===== config.mk =====
export PLATFORM = sky130hd
export DESIGN_NAME = dwc_pcie_axi_rd_rsp_flat
export DESIGN_NICKNAME = d
export VERILOG_FILES = /design/src/rtl/dwc_pcie_axi_rd_pkg.sv /design/src/rtl/dwc_pcie_axi_rd_rsp_if.sv /design/src/rtl/dwc_pcie_axi_rd_fifo.sv /design/src/rtl/dwc_pcie_axi_rd_rsp.sv /design/src/flat_wrapper.sv
export SDC_FILE = /design/constraint.sdc
export NUM_CORES = 1
export LEC_CHECK = 0
export CORE_MARGIN = 2
export CORE_UTILIZATION = 41
export DETAILED_ROUTE_END_ITERATION = 12
export SYNTH_ARGS = -nofsm -noshare
export SYNTH_HDL_FRONTEND = slang
export SYNTH_SLANG_ARGS = --single-unit

===== constraint.sdc =====
create_clock -name clk -period 3.1 [get_ports clk]
set_input_delay 0.93 -clock clk [delete_from_list [all_inputs] [get_ports clk]]
set_output_delay 0.93 -clock clk [all_outputs]
set_load 0.02 [all_outputs]

===== src/rtl/dwc_pcie_axi_rd_pkg.sv =====
`default_nettype none
//==============================================================================
// Module : dwc_pcie_axi_rd_pkg
// Brief  : Shared encodings, FSM states and R-beat record for the AXI read path
// Rev    : 1.0 - initial release
//==============================================================================
package dwc_pcie_axi_rd_pkg;

    localparam logic [1:0] c_BURST_FIXED = 2'b00;
    localparam logic [1:0] c_BURST_INCR  = 2'b01;
    localparam logic [1:0] c_BURST_WRAP  = 2'b10;

    localparam logic [1:0] c_RESP_OKAY   = 2'b00;
    localparam logic [1:0] c_RESP_SLVERR = 2'b10;

    typedef enum logic [0:0] {
        c_ST_IDLE  = 1'b0,
        c_ST_BURST = 1'b1
    } state_e;

    // Field widths of the buffered beat; the top's ID_WD/DATA_WD must not exceed these
    localparam int c_RB_ID_WD   = 4;
    localparam int c_RB_DATA_WD = 64;

    typedef struct packed {
        logic [c_RB_ID_WD-1:0]   id;
        logic [c_RB_DATA_WD-1:0] data;
        logic [1:0]              resp;
        logic                    last;
    } rbeat_s;

    // Only FIXED and INCR touch memory; WRAP and the reserved code answer SLVERR
    function automatic logic is_mem_burst(input logic [1:0] burst);
        return (burst == c_BURST_FIXED) || (burst == c_BURST_INCR);
    endfunction

endpackage
`default_nettype wire


===== src/rtl/dwc_pcie_axi_rd_rsp_if.sv =====
`default_nettype none
//==============================================================================
// Module : dwc_pcie_axi_rd_rsp_if
// Brief  : AXI AR/R channel bundle between the fabric and the read responder
// Rev    : 1.0 - initial release
//==============================================================================
interface dwc_pcie_axi_rd_rsp_if #(
    parameter int ID_WD   = 4,
    parameter int ADDR_WD = 32,
    parameter int DATA_WD = 64
);
    logic               arvalid;
    logic               arready;
    logic [ID_WD-1:0]   arid;
    logic [ADDR_WD-1:0] araddr;
    logic [7:0]         arlen;
    logic [1:0]         arburst;
    logic               rvalid;
    logic               rready;
    logic [ID_WD-1:0]   rid;
    logic [DATA_WD-1:0] rdata;
    logic [1:0]         rresp;
    logic               rlast;

    modport slave (
        input  arvalid, arid, araddr, arlen, arburst, rready,
        output arready, rvalid, rid, rdata, rresp, rlast
    );

    modport master (
        output arvalid, arid, araddr, arlen, arburst, rready,
        input  arready, rvalid, rid, rdata, rresp, rlast
    );
endinterface
`default_nettype wire


===== src/rtl/dwc_pcie_axi_rd_fifo.sv =====
`default_nettype none
//==============================================================================
// Module : dwc_pcie_axi_rd_fifo
// Brief  : Shift-down R buffer; entry 0 is the head register driving the R bus
// Rev    : 1.0 - initial release
//==============================================================================
module dwc_pcie_axi_rd_fifo
    import dwc_pcie_axi_rd_pkg::*;
#(
    parameter int FIFO_DEPTH = 3,
    parameter int OCC_WD     = $clog2(FIFO_DEPTH + 1)
) (
    input  wire logic              clk,
    input  wire logic              rstn,
    input  wire logic              clrn,
    input  wire logic              push,
    input  wire rbeat_s            push_data,
    input  wire logic              pop,
    output rbeat_s                 head,
    output logic                   valid,
    output logic [OCC_WD-1:0]      occ
);

    rbeat_s              r_mem [FIFO_DEPTH];
    rbeat_s              w_shift [FIFO_DEPTH];
    logic [OCC_WD-1:0]   r_occ;
    logic [OCC_WD-1:0]   w_base;
    logic                w_pop;

    assign w_pop  = pop && (r_occ != '0);
    assign w_base = r_occ - OCC_WD'(w_pop);

    for (genvar gi = 0; gi < FIFO_DEPTH - 1; gi++) begin : g_shift
        assign w_shift[gi] = r_mem[gi+1];
    end
    assign w_shift[FIFO_DEPTH-1] = r_mem[FIFO_DEPTH-1];

    always_ff @(posedge clk or negedge rstn) begin
        if (!rstn) begin
            r_occ <= '0;
            for (int i = 0; i < FIFO_DEPTH; i++) begin
                r_mem[i] <= '0;
            end
        end else if (!clrn) begin
            r_occ <= '0;
        end else begin
            // A push lands in the first free slot as seen after this cycle's pop
            for (int i = 0; i < FIFO_DEPTH; i++) begin
                if (push && (OCC_WD'(i) == w_base)) begin
                    r_mem[i] <= push_data;
                end else if (w_pop) begin
                    r_mem[i] <= w_shift[i];
                end
            end
            r_occ <= r_occ + OCC_WD'(push) - OCC_WD'(w_pop);
        end
    end

    assign head  = r_mem[0];
    assign valid = (r_occ != '0);
    assign occ   = r_occ;

endmodule
`default_nettype wire


===== src/rtl/dwc_pcie_axi_rd_rsp.sv =====
`default_nettype none
//==============================================================================
// Module : dwc_pcie_axi_rd_rsp
// Brief  : AXI read responder: AR accept, fixed-latency memory reads, buffered R
// Rev    : 1.0 - initial release
//==============================================================================
module dwc_pcie_axi_rd_rsp
    import dwc_pcie_axi_rd_pkg::*;
#(
    parameter int ID_WD      = 4,
    parameter int ADDR_WD    = 32,
    parameter int DATA_WD    = 64,
    parameter int FIFO_DEPTH = 3,
    parameter int TP         = 0
) (
    input  wire logic               clk,
    input  wire logic               rstn,
    input  wire logic               clrn,
    dwc_pcie_axi_rd_rsp_if.slave    axi,
    output logic                    mem_rd_en,
    output logic [ADDR_WD-1:0]      mem_rd_addr,
    input  wire logic [DATA_WD-1:0] mem_rd_data,
    input  wire logic               mem_rd_err
);

    localparam int c_BEAT_BYTES = DATA_WD / 8;
    localparam int c_OCC_WD     = $clog2(FIFO_DEPTH + 1);
    localparam int c_CRD_WD     = c_OCC_WD + 1;

    // The register model is zero-delay; TP only matters for delay-annotated sim models
    if (TP != 0) begin : g_tp_delayed
    end else begin : g_tp_zero
    end

    state_e              r_state;
    state_e              w_state_nxt;
    logic                r_arready;
    logic [ID_WD-1:0]    r_id;
    logic [ADDR_WD-1:0]  r_addr;
    logic [7:0]          r_len;
    logic [7:0]          r_cnt;
    logic [1:0]          r_burst;
    logic                r_if_vld;
    logic [ID_WD-1:0]    r_if_id;
    logic                r_if_last;
    logic                r_if_err;

    logic                w_ar_hs;
    logic                w_credit;
    logic                w_issue;
    logic [c_OCC_WD-1:0] w_occ;
    logic                w_fifo_vld;
    rbeat_s              w_head;
    rbeat_s              w_push_beat;

    assign w_ar_hs  = axi.arvalid && r_arready && clrn && (r_state == c_ST_IDLE);
    // Credit looks only at registered state, so rready never reaches mem_rd_en
    assign w_credit = ({1'b0, w_occ} + c_CRD_WD'(r_if_vld)) < c_CRD_WD'(FIFO_DEPTH);
    assign w_issue  = (r_state == c_ST_BURST) && w_credit && clrn;

    always_ff @(posedge clk or negedge rstn) begin
        if (!rstn) begin
            r_state <= c_ST_IDLE;
        end else begin
            r_state <= w_state_nxt;
        end
    end

    always_comb begin
        w_state_nxt = r_state;
        mem_rd_en   = 1'b0;
        case (r_state)
            c_ST_IDLE: begin
                if (w_ar_hs) begin
                    w_state_nxt = c_ST_BURST;
                end
            end
            c_ST_BURST: begin
                mem_rd_en = w_issue && is_mem_burst(r_burst);
                if (w_issue && (r_cnt == r_len)) begin
                    w_state_nxt = c_ST_IDLE;
                end
            end
            default: w_state_nxt = c_ST_IDLE;
        endcase
        if (!clrn) begin
            w_state_nxt = c_ST_IDLE;
        end
    end

    always_ff @(posedge clk or negedge rstn) begin
        if (!rstn) begin
            r_arready <= 1'b0;
            r_id      <= '0;
            r_addr    <= '0;
            r_len     <= '0;
            r_cnt     <= '0;
            r_burst   <= '0;
            r_if_vld  <= 1'b0;
            r_if_id   <= '0;
            r_if_last <= 1'b0;
            r_if_err  <= 1'b0;
        end else begin
            r_arready <= clrn && (w_state_nxt == c_ST_IDLE);
            if (w_ar_hs) begin
                r_id    <= axi.arid;
                r_addr  <= axi.araddr & ~ADDR_WD'(c_BEAT_BYTES - 1);
                r_len   <= axi.arlen;
                r_burst <= axi.arburst;
                r_cnt   <= '0;
            end else if (w_issue) begin
                r_cnt <= r_cnt + 8'd1;
                if (r_burst == c_BURST_INCR) begin
                    r_addr <= r_addr + ADDR_WD'(c_BEAT_BYTES);
                end
            end
            r_if_vld <= w_issue;
            if (w_issue) begin
                r_if_id   <= r_id;
                r_if_last <= (r_cnt == r_len);
                r_if_err  <= !is_mem_burst(r_burst);
            end
        end
    end

    assign mem_rd_addr = r_addr;

    always_comb begin
        w_push_beat      = '0;
        w_push_beat.id   = c_RB_ID_WD'(r_if_id);
        w_push_beat.data = r_if_err ? '0 : c_RB_DATA_WD'(mem_rd_data);
        w_push_beat.resp = (mem_rd_err || r_if_err) ? c_RESP_SLVERR : c_RESP_OKAY;
        w_push_beat.last = r_if_last;
    end

    dwc_pcie_axi_rd_fifo #(
        .FIFO_DEPTH (FIFO_DEPTH),
        .OCC_WD     (c_OCC_WD)
    ) u_fifo (
        .clk        (clk),
        .rstn       (rstn),
        .clrn       (clrn),
        .push       (r_if_vld),
        .push_data  (w_push_beat),
        .pop        (w_fifo_vld && axi.rready),
        .head       (w_head),
        .valid      (w_fifo_vld),
        .occ        (w_occ)
    );

    assign axi.arready = r_arready;
    assign axi.rvalid  = w_fifo_vld;
    assign axi.rid     = ID_WD'(w_head.id);
    assign axi.rdata   = DATA_WD'(w_head.data);
    assign axi.rresp   = w_head.resp;
    assign axi.rlast   = w_head.last;

endmodule
`default_nettype wire

===== src/flat_wrapper.sv =====
// flat-port wrapper written by rule: the top's interface ports become plain ports
module dwc_pcie_axi_rd_rsp_flat import dwc_pcie_axi_rd_pkg::*;
#(
    parameter int ID_WD      = 4,
    parameter int ADDR_WD    = 32,
    parameter int DATA_WD    = 64,
    parameter int FIFO_DEPTH = 3,
    parameter int TP         = 0
)
  (clk, rstn, clrn, mem_rd_en, mem_rd_addr, mem_rd_data, mem_rd_err, axi_arvalid, axi_arid, axi_araddr, axi_arlen, axi_arburst, axi_rready, axi_arready, axi_rvalid, axi_rid, axi_rdata, axi_rresp, axi_rlast);
  dwc_pcie_axi_rd_rsp_if #(.ID_WD(ID_WD), .ADDR_WD(ADDR_WD), .DATA_WD(DATA_WD)) axi_i ();
  input  wire logic clk;
  input  wire logic rstn;
  input  wire logic clrn;
  output logic mem_rd_en;
  output logic [ADDR_WD-1:0] mem_rd_addr;
  input  wire logic [DATA_WD-1:0] mem_rd_data;
  input  wire logic mem_rd_err;
  input wire logic [$bits(axi_i.arvalid)-1:0] axi_arvalid;
  input wire logic [$bits(axi_i.arid)-1:0] axi_arid;
  input wire logic [$bits(axi_i.araddr)-1:0] axi_araddr;
  input wire logic [$bits(axi_i.arlen)-1:0] axi_arlen;
  input wire logic [$bits(axi_i.arburst)-1:0] axi_arburst;
  input wire logic [$bits(axi_i.rready)-1:0] axi_rready;
  output wire logic [$bits(axi_i.arready)-1:0] axi_arready;
  output wire logic [$bits(axi_i.rvalid)-1:0] axi_rvalid;
  output wire logic [$bits(axi_i.rid)-1:0] axi_rid;
  output wire logic [$bits(axi_i.rdata)-1:0] axi_rdata;
  output wire logic [$bits(axi_i.rresp)-1:0] axi_rresp;
  output wire logic [$bits(axi_i.rlast)-1:0] axi_rlast;
  assign axi_i.arvalid = axi_arvalid;
  assign axi_i.arid = axi_arid;
  assign axi_i.araddr = axi_araddr;
  assign axi_i.arlen = axi_arlen;
  assign axi_i.arburst = axi_arburst;
  assign axi_i.rready = axi_rready;
  assign axi_arready = axi_i.arready;
  assign axi_rvalid = axi_i.rvalid;
  assign axi_rid = axi_i.rid;
  assign axi_rdata = axi_i.rdata;
  assign axi_rresp = axi_i.rresp;
  assign axi_rlast = axi_i.rlast;
  dwc_pcie_axi_rd_rsp #(.ID_WD(ID_WD), .ADDR_WD(ADDR_WD), .DATA_WD(DATA_WD), .FIFO_DEPTH(FIFO_DEPTH), .TP(TP)) u_core (.clk(clk), .rstn(rstn), .clrn(clrn), .axi(axi_i), .mem_rd_en(mem_rd_en), .mem_rd_addr(mem_rd_addr), .mem_rd_data(mem_rd_data), .mem_rd_err(mem_rd_err));
endmodule

==> metrics.md, run 1 <==
| Metric | Value |
|---|---|
| Fill count | `2888` |
| Leak | `7.03 nW` |
| Gate Count Post-Synth | `1266` |
| Port bufs | `214` |
| Die height | `183 um` |
| Shortest period the worst path allows | `2900 ps` |
| Hold Violations, Final | `0` |
| Worst EP required | `2170 ps` |
| Critical path, cell by cell | `ha_1, ha_1, and3b_1, nand2_1, nor2_1, clkbuf_2` |
| Worst-path clk slew | `60 ps` |
| Clock Power Share | `28.2%` |
| Post-synth EDFFs | `0` |
| Number of vias per cell | `4.91` |
| Total global-route track usage | `17.7%` |
| DRC | `0` |
| Worst path max stage delay | `410 ps` |
| Latest clock arrival within the worst-skew pair | `540 ps` |
| Register area share after synthesis | `51.8%` |
| Sw frac | `31.9%` |
| Cell mode on critical path | `ha_1` |
| DRT iter0 DRCs | `363` |
| Total CTS buffers | `30` |
| Row count | `65` |
| Syn Area/Cell | `10.4 um2` |
| Post-Place Setup Slack | `-217 ps` |
| CTS tree | `built` |
| Clock sinks | `272` |
| Worst slew pin tran | `594 ps` |
| Antenna diodes | `0` |
| Drt first pass iters | `4` |
| Core area | `31600 um2` |
| Largest cells by area after synthesis | `dfrtp_1 (52%), mux2i_1 (11%), nand2_1 (6.8%), mux2_2 (5.9%), o21ai_0 (5.9%)` |
| Die width | `183 um` |
| Synthesis-to-layout area growth | `26.3%` |
| Worst-case hold slack | `351 ps` |
| Global-route wire length before repair | `48700 um` |
| Share of layout cells above drive strength 1 | `12.6%` |
| Multi-input gate area | `5460 um2` |
| Top-area cell type share of the netlist area | `51.8%` |
| Fmax | `344 MHz` |
| Asr flop ratio synth | `100%` |
| CTS root buffer | `clkbuf_16` |
| Sequential share of power | `42.9%` |
| Yosys warnings | `0` |
| DP HPWL | `19800 um` |
| Status | `completed` |
| Setup ws final | `195 ps` |
| Clock Skews | `8.69 ps` |
| Synth unique cells | `37` |
| Count leader, synth | `dfrtp_1` |
| Largest net degree at the start of global routing | `117` |
| Final setup fails | `0` |
| Pins Over Slew Limit | `0` |
| Area of the mapped netlist | `13200 um2` |
| Routed length per instance | `15.8 um` |
| Worst VDD drop | `0.398 mV` |
| Post-CTS Hold Buffers | `0` |
| Die Footprint | `33500 um2` |
| Pwr per Cell Area | `752 nW/um2` |
| CP max FO | `4` |
| Min-delay worst type | `in -> async` |
| Sw power | `0.00398 W` |
| Worst EP arrival | `1970 ps` |
| Worst Setup End Kind | `primary output` |
| Relative slew slack | `60.4%` |
| Startpoint Class | `flop` |
| Nets | `1535` |
| Clock Tree Buf Depth | `3` |
| Final ANT Viol Nets | `0` |
| Max cap viols | `0` |
| Comb power frac | `28.9%` |
| Final Power | `0.0125 W` |
| Via count | `9013` |
| I/O Pins | `222` |
| Synth area leader | `dfrtp_1` |
| H-tree levels | `1` |
| Kind of critical path | `reg -> out` |
| Synth Register Bits | `272` |
| Setup repair bufs after CTS | `0` |
| Vias in the first global route | `9208` |
| Initial antenna violation count | `1` |
| Internal | `0.00851 W` |
| Initial Utilization | `41.7%` |
| Crit path max-delay cell type | `dfrtp_1` |
| WL final | `29100 um` |
| Tcrit/Tclk final | `93.7%` |
| Placer Congestion | `0.780` |
| Most frequent cells after synthesis | `dfrtp_1 (272), nand2_1 (239), o21ai_0 (155), mux2i_1 (139), buf_4 (73)` |
| Dominant register cell in the synthesized netlist | `dfrtp_1` |
| Grt total ovfl | `0` |
| Reg area | `6810 um2` |
| RSZ-0062 raised after global routing | `no` |
[path summary, 6_finish.rpt]
kind	end	slack, ps	start	depth (start not counted)
worst min-delay path	u_core.u_fifo.head[45]	350	rstn	1
worst max register to register	u_core.u_fifo.r_mem[109]	590	u_core.u_fifo.occ[0]	8
worst max-delay path	mem_rd_en	200	u_core.u_fifo.occ[0]	6
max in group asynchronous	u_core.mem_rd_addr[16]	1980	rstn	2
min in group clk	u_core.r_if_id[2]	470	u_core.r_id[2]	2
worst min register to register	u_core.r_if_id[2]	470	u_core.r_id[2]	2
[critical path, delay by kind of cell, from the launching register on]
family / cells / cell delay (ps)
adder cells (fa/ha/maj): 2 / 410
buffers and inverters: 1 / 190
flip-flops: 1 / 410
AND/OR/NAND/NOR: 3 / 420
[metrics by stage]
| stage | instance area (um2) | utilization, % | instances | setup TNS [ps] |
|---|---|---|---|---|
| after global routing | 16600 | 52.6 | 1836 | 0 |
| final | 16600 | 52.6 | 1836 | 0 |
| after floorplan | 13200 | - | 1269 | 0 |
| after detailed placement | 15600 | 49.5 | 1782 | -658 |
| after global placement | 15600 | 49.5 | 1782 | -249 |
| after CTS | 16600 | 52.6 | 1836 | 0 |
[sequential cells by signal, summed over array words and instances (netlist names), 2 cells and up]
name,cells
u_core.r_len,8
u_core.u_fifo.r_mem,140
u_core.u_fifo.occ,2
u_core.r_cnt,8
u_core.mem_rd_addr,29
u_core.r_burst,2
u_core.r_if_id,4
u_core.r_id,4
u_core.u_fifo.head,70
[cell families (layout without fill, tap and decap cells)]
| group | after synthesis | after routing | share of synthesized area [%] |
|---|---|---|---|
| flip-flops | 272 | 272 | 51.8 |
| adder cells (fa/ha/maj) | 7 | 7 | 0.666 |
| XOR/XNOR | 43 | 43 | 2.86 |
| buffers and inverters | 160 | 325 | 7.08 |
| other | 1 | 4 | 0.0285 |
| AND/OR/NAND/NOR | 398 | 398 | 14.3 |
| multiplexers | 208 | 208 | 16.5 |
| AO/OA/AOI/OAI | 177 | 177 | 6.81 |
[per-layer routing]
metal / up-vias / share of wire, % / GRT usage (%)
met3: 30 / 6.0 / 3.63
li1: 4482 / - / -
met4: 2 / 1.3 / 3.55
met5: - / 0.045 / 0
met2: 193 / 46 / 28.8
met1: 4306 / 47 / 24.7
[power groups by stage]
stage | logic, W | registers (W) | clock network, W
after CTS | 0.00368 | 0.00537 | 0.00363
final | 0.00361 | 0.00536 | 0.00352
after global placement | 0.00359 | 0.00538 | 0
after floorplan | 0.00250 | 0.00530 | 0
after global routing | 0.00408 | 0.00552 | 0.00379
after detailed placement | 0.00367 | 0.00543 | 0
[layout make-up]
class                           count  area share, %
Tap cell                          402           3.03
Clock buffer                       45           5.53
Inverter                           12          0.271
Clock inverter                      9          0.437
Timing Repair Buffer              259           16.8
Multi-Input combinational cell    837           32.9
Sequential cell                   272           41.0
[timing repair]
action | 4_1_cts | 5_1_grt
setup endpoints to repair | 1 | 1
gates cloned | 0 | 0
resized for setup | 2 | 1
[placed cells by master, fill, tap and decap left out, types with 2 or more instances in the layout]
cell,count
and3b_1,2
nor3_2,2
o21ai_1,13
buf_12,25
clkdlybuf4s50_1,212
nand4_1,11
o21ai_0,155
xor2_1,15
and4_1,4
and2_1,7
or2_2,2
nor4_1,4
clkinv_2,7
buf_4,20
nor2_1,18
and3_1,8
ha_1,7
inv_1,12
nor4_2,4
dfrtp_1,271
mux2_2,69
conb_1,4
mux2i_1,139
clkbuf_1,5
nand2_1,239
o21ai_4,2
a21oi_1,3
nand3_1,11
clkbuf_8,9
nor3_1,13
nor2b_1,64
nand3b_1,3
clkbuf_16,31
xnor2_1,28
No activity file was read; power rests on OpenSTA's default activity.
==> run 2: changes to the inputs <==
--- a/config.mk
+++ b/config.mk
@@ -8,6 +8,8 @@
 export CORE_MARGIN = 2
 export CORE_UTILIZATION = 41
 export DETAILED_ROUTE_END_ITERATION = 12
+export SKIP_CTS_REPAIR_TIMING = 1
+export SLEW_MARGIN = 20
 export SYNTH_ARGS = -nofsm -noshare
 export SYNTH_HDL_FRONTEND = slang
 export SYNTH_SLANG_ARGS = --single-unit
==> run 2 against run 1 <==
  * Maximum frequency shrank 1.5%
  * Sequential share of layout area is essentially flat
  * Cell count is the same
  * Sequential cell count is the same
  * Count of clock-buffer cells in the layout is the same
  * Core utilization is essentially flat
  * Hold slack is essentially flat
  * Via count is essentially flat
  * Critical path type unchanged
==> metrics.md, run 2 (synthesized netlist as in run 1, its figures left out) <==
| Metric | Value |
|---|---|
| Share of layout cells above drive strength 1 | `12.5% (was 12.6%)` |
| Vias in the first global route | `9208 (unchanged)` |
| Clock Power Share | `28.2% (about the same)` |
| CTS root buffer | `clkbuf_16 (unchanged)` |
| Grt total ovfl | `0 (unchanged)` |
| Worst slew pin tran | `594 ps (about the same)` |
| Worst EP required | `2170 ps (about the same)` |
| Reg area | `6810 um2 (unchanged)` |
| Internal | `0.00851 W (about the same)` |
| Drt first pass iters | `4 (unchanged)` |
| Commonest non-fill, non-tap cell in the layout | `dfrtp_1 (unchanged)` |
| Tcrit/Tclk final | `95.2% (was 93.7%)` |
| Worst-path clk slew | `60 ps (about the same)` |
| Multi-input gate area | `5460 um2 (unchanged)` |
| Comb power frac | `28.9% (about the same)` |
| Latest clock arrival within the worst-skew pair | `540 ps (about the same)` |
| Placer Congestion | `0.780 (unchanged)` |
| Die width | `183 um (unchanged)` |
| Clock Tree Buf Depth | `3 (unchanged)` |
| Clock sinks | `272 (unchanged)` |
| Relative slew slack | `60.4% (about the same)` |
| Worst EP arrival | `2020 ps (was 1970 ps)` |
| Final ANT Viol Nets | `0 (unchanged)` |
| Sw frac | `31.9% (about the same)` |
| Worst VDD drop | `0.398 mV (unchanged)` |
| CTS tree | `built (unchanged)` |
| Pins Over Slew Limit | `0 (unchanged)` |
| Number of vias per cell | `4.91 (about the same)` |
| Die Footprint | `33500 um2 (unchanged)` |
| Startpoint Class | `flop (unchanged)` |
| Kind of critical path | `reg -> out (unchanged)` |
| Clock Skews | `8.98 ps (was 8.69 ps)` |
| Initial antenna violation count | `1 (unchanged)` |
| Row count | `65 (unchanged)` |
| CP max FO | `4 (unchanged)` |
| Largest register by flop count | `u_core.u_fifo.r_mem (unchanged)` |
| Initial Utilization | `41.7% (unchanged)` |
| Total global-route track usage | `17.7% (unchanged)` |
| I/O Pins | `222 (unchanged)` |
| Worst-case hold slack | `350 ps (was 351 ps)` |
| Fill count | `2886 (was 2888)` |
| H-tree levels | `1 (unchanged)` |
| Hold Violations, Final | `0 (unchanged)` |
| Largest register FFs | `140 (unchanged)` |
| DRT iter0 DRCs | `363 (unchanged)` |
| Synthesis-to-layout area growth | `26.3% (about the same)` |
| Cell mode on critical path | `ha_1 (unchanged)` |
| Global-route wire length before repair | `48700 um (unchanged)` |
| Final setup fails | `0 (unchanged)` |
| Worst path max stage delay | `410 ps (about the same)` |
| Max cap viols | `0 (unchanged)` |
| Port bufs | `214 (unchanged)` |
| Fmax | `339 MHz (was 344 MHz)` |
| Leak | `7.05 nW (was 7.03 nW)` |
| Sequential share of power | `42.9% (about the same)` |
| Placed Area | `15600 um2 (unchanged)` |
| Final Instance Area | `16600 um2 (about the same)` |
| Min-delay worst type | `in -> async (unchanged)` |
| Die height | `183 um (unchanged)` |
| Antenna diodes | `0 (unchanged)` |
| Status | `completed (unchanged)` |
| RSZ-0062 raised after global routing | `no (unchanged)` |
| WL final | `29100 um (about the same)` |
| Routed length per instance | `15.8 um (about the same)` |
| Shortest period the worst path allows | `2950 ps (was 2900 ps)` |
| Worst Setup End Kind | `primary output (unchanged)` |
| Commonest non-fill, non-tap cells in the layout | `dfrtp_1 (271), nand2_1 (239), clkdlybuf4s50_1 (212) (unchanged)` |
| Sw power | `0.00398 W (about the same)` |
| Critical path, cell by cell | `ha_1, ha_1, and3b_1, nand2_1, nor2_1, dlymetal6s2s_1 (was ha_1, ha_1, and3b_1, nand2_1, nor2_1, clkbuf_2)` |
| Pwr per Cell Area | `752 nW/um2 (about the same)` |
| Via count | `9012 (was 9013)` |
| Total CTS buffers | `30 (unchanged)` |
| Final Power | `0.0125 W (about the same)` |
| Largest net degree at the start of global routing | `117 (unchanged)` |
| Core area | `31600 um2 (unchanged)` |
| Nets | `1535 (unchanged)` |
| Crit path max-delay cell type | `dfrtp_1 (unchanged)` |
| DP HPWL | `19800 um (unchanged)` |
| DRC | `0 (unchanged)` |
## run 2: cell type report
class | count | area share (%)
clock inverter | 9 | 0.437
multi-input combinational | 837 | 32.9
timing repair buffer | 259 | 16.9
inverter | 12 | 0.271
tap | 402 | 3.03
clock buffer | 45 | 5.53
sequential | 272 | 41.0
## run 2: layer usage
layer  GRT usage [%]  routed length (um)
met1            24.7               13500
met2            28.8               13400
met3            3.63                1760
met4            3.55                 401
met5               0                  13
## run 2: power by group through the flow
| stage | Sequential [W] | Combinational, W | Clock, W |
|---|---|---|---|
| after floorplan | 0.00530 | 0.00250 | 0 |
| after global placement | 0.00538 | 0.00359 | 0 |
| after detailed placement | 0.00543 | 0.00367 | 0 |
| after CTS | 0.00537 | 0.00368 | 0.00363 |
| after global routing | 0.00552 | 0.00408 | 0.00379 |
| final | 0.00536 | 0.00361 | 0.00352 |
## run 2: metrics by stage
stage          setup slack (ps)  util [%]  instances  TNS, ps
2_1_floorplan               585         -       1269        0
3_3_place_gp               -249      49.5       1782     -249
3_5_place_dp               -217      49.5       1782     -658
4_1_cts                    -283      52.6       1836     -283
5_1_grt                    14.8      52.6       1836        0
6_report                    150      52.6       1836        0
## run 2: worst max-delay path: cells and delay by family (launching register included)
family	cells	cell delay (ps)
fa+ha+maj	2	410
buf+inv	1	240
flops	1	410
simple gates	3	420
## run 2: path summary, 6_finish.rpt
| path | from | to | slack, ps | cells after the start |
|---|---|---|---|---|
| max | u_core.u_fifo.occ[0] | mem_rd_en | 150 | 6 |
| min | rstn | u_core.u_fifo.head[45] | 350 | 1 |
| max reg2reg | u_core.u_fifo.occ[0] | u_core.u_fifo.r_mem[109] | 590 | 8 |
| min reg2reg | u_core.r_id[2] | u_core.r_if_id[2] | 470 | 2 |
| max in group asynchronous | rstn | u_core.mem_rd_addr[16] | 1980 | 2 |
| min in group clk | u_core.r_id[2] | u_core.r_if_id[2] | 470 | 2 |
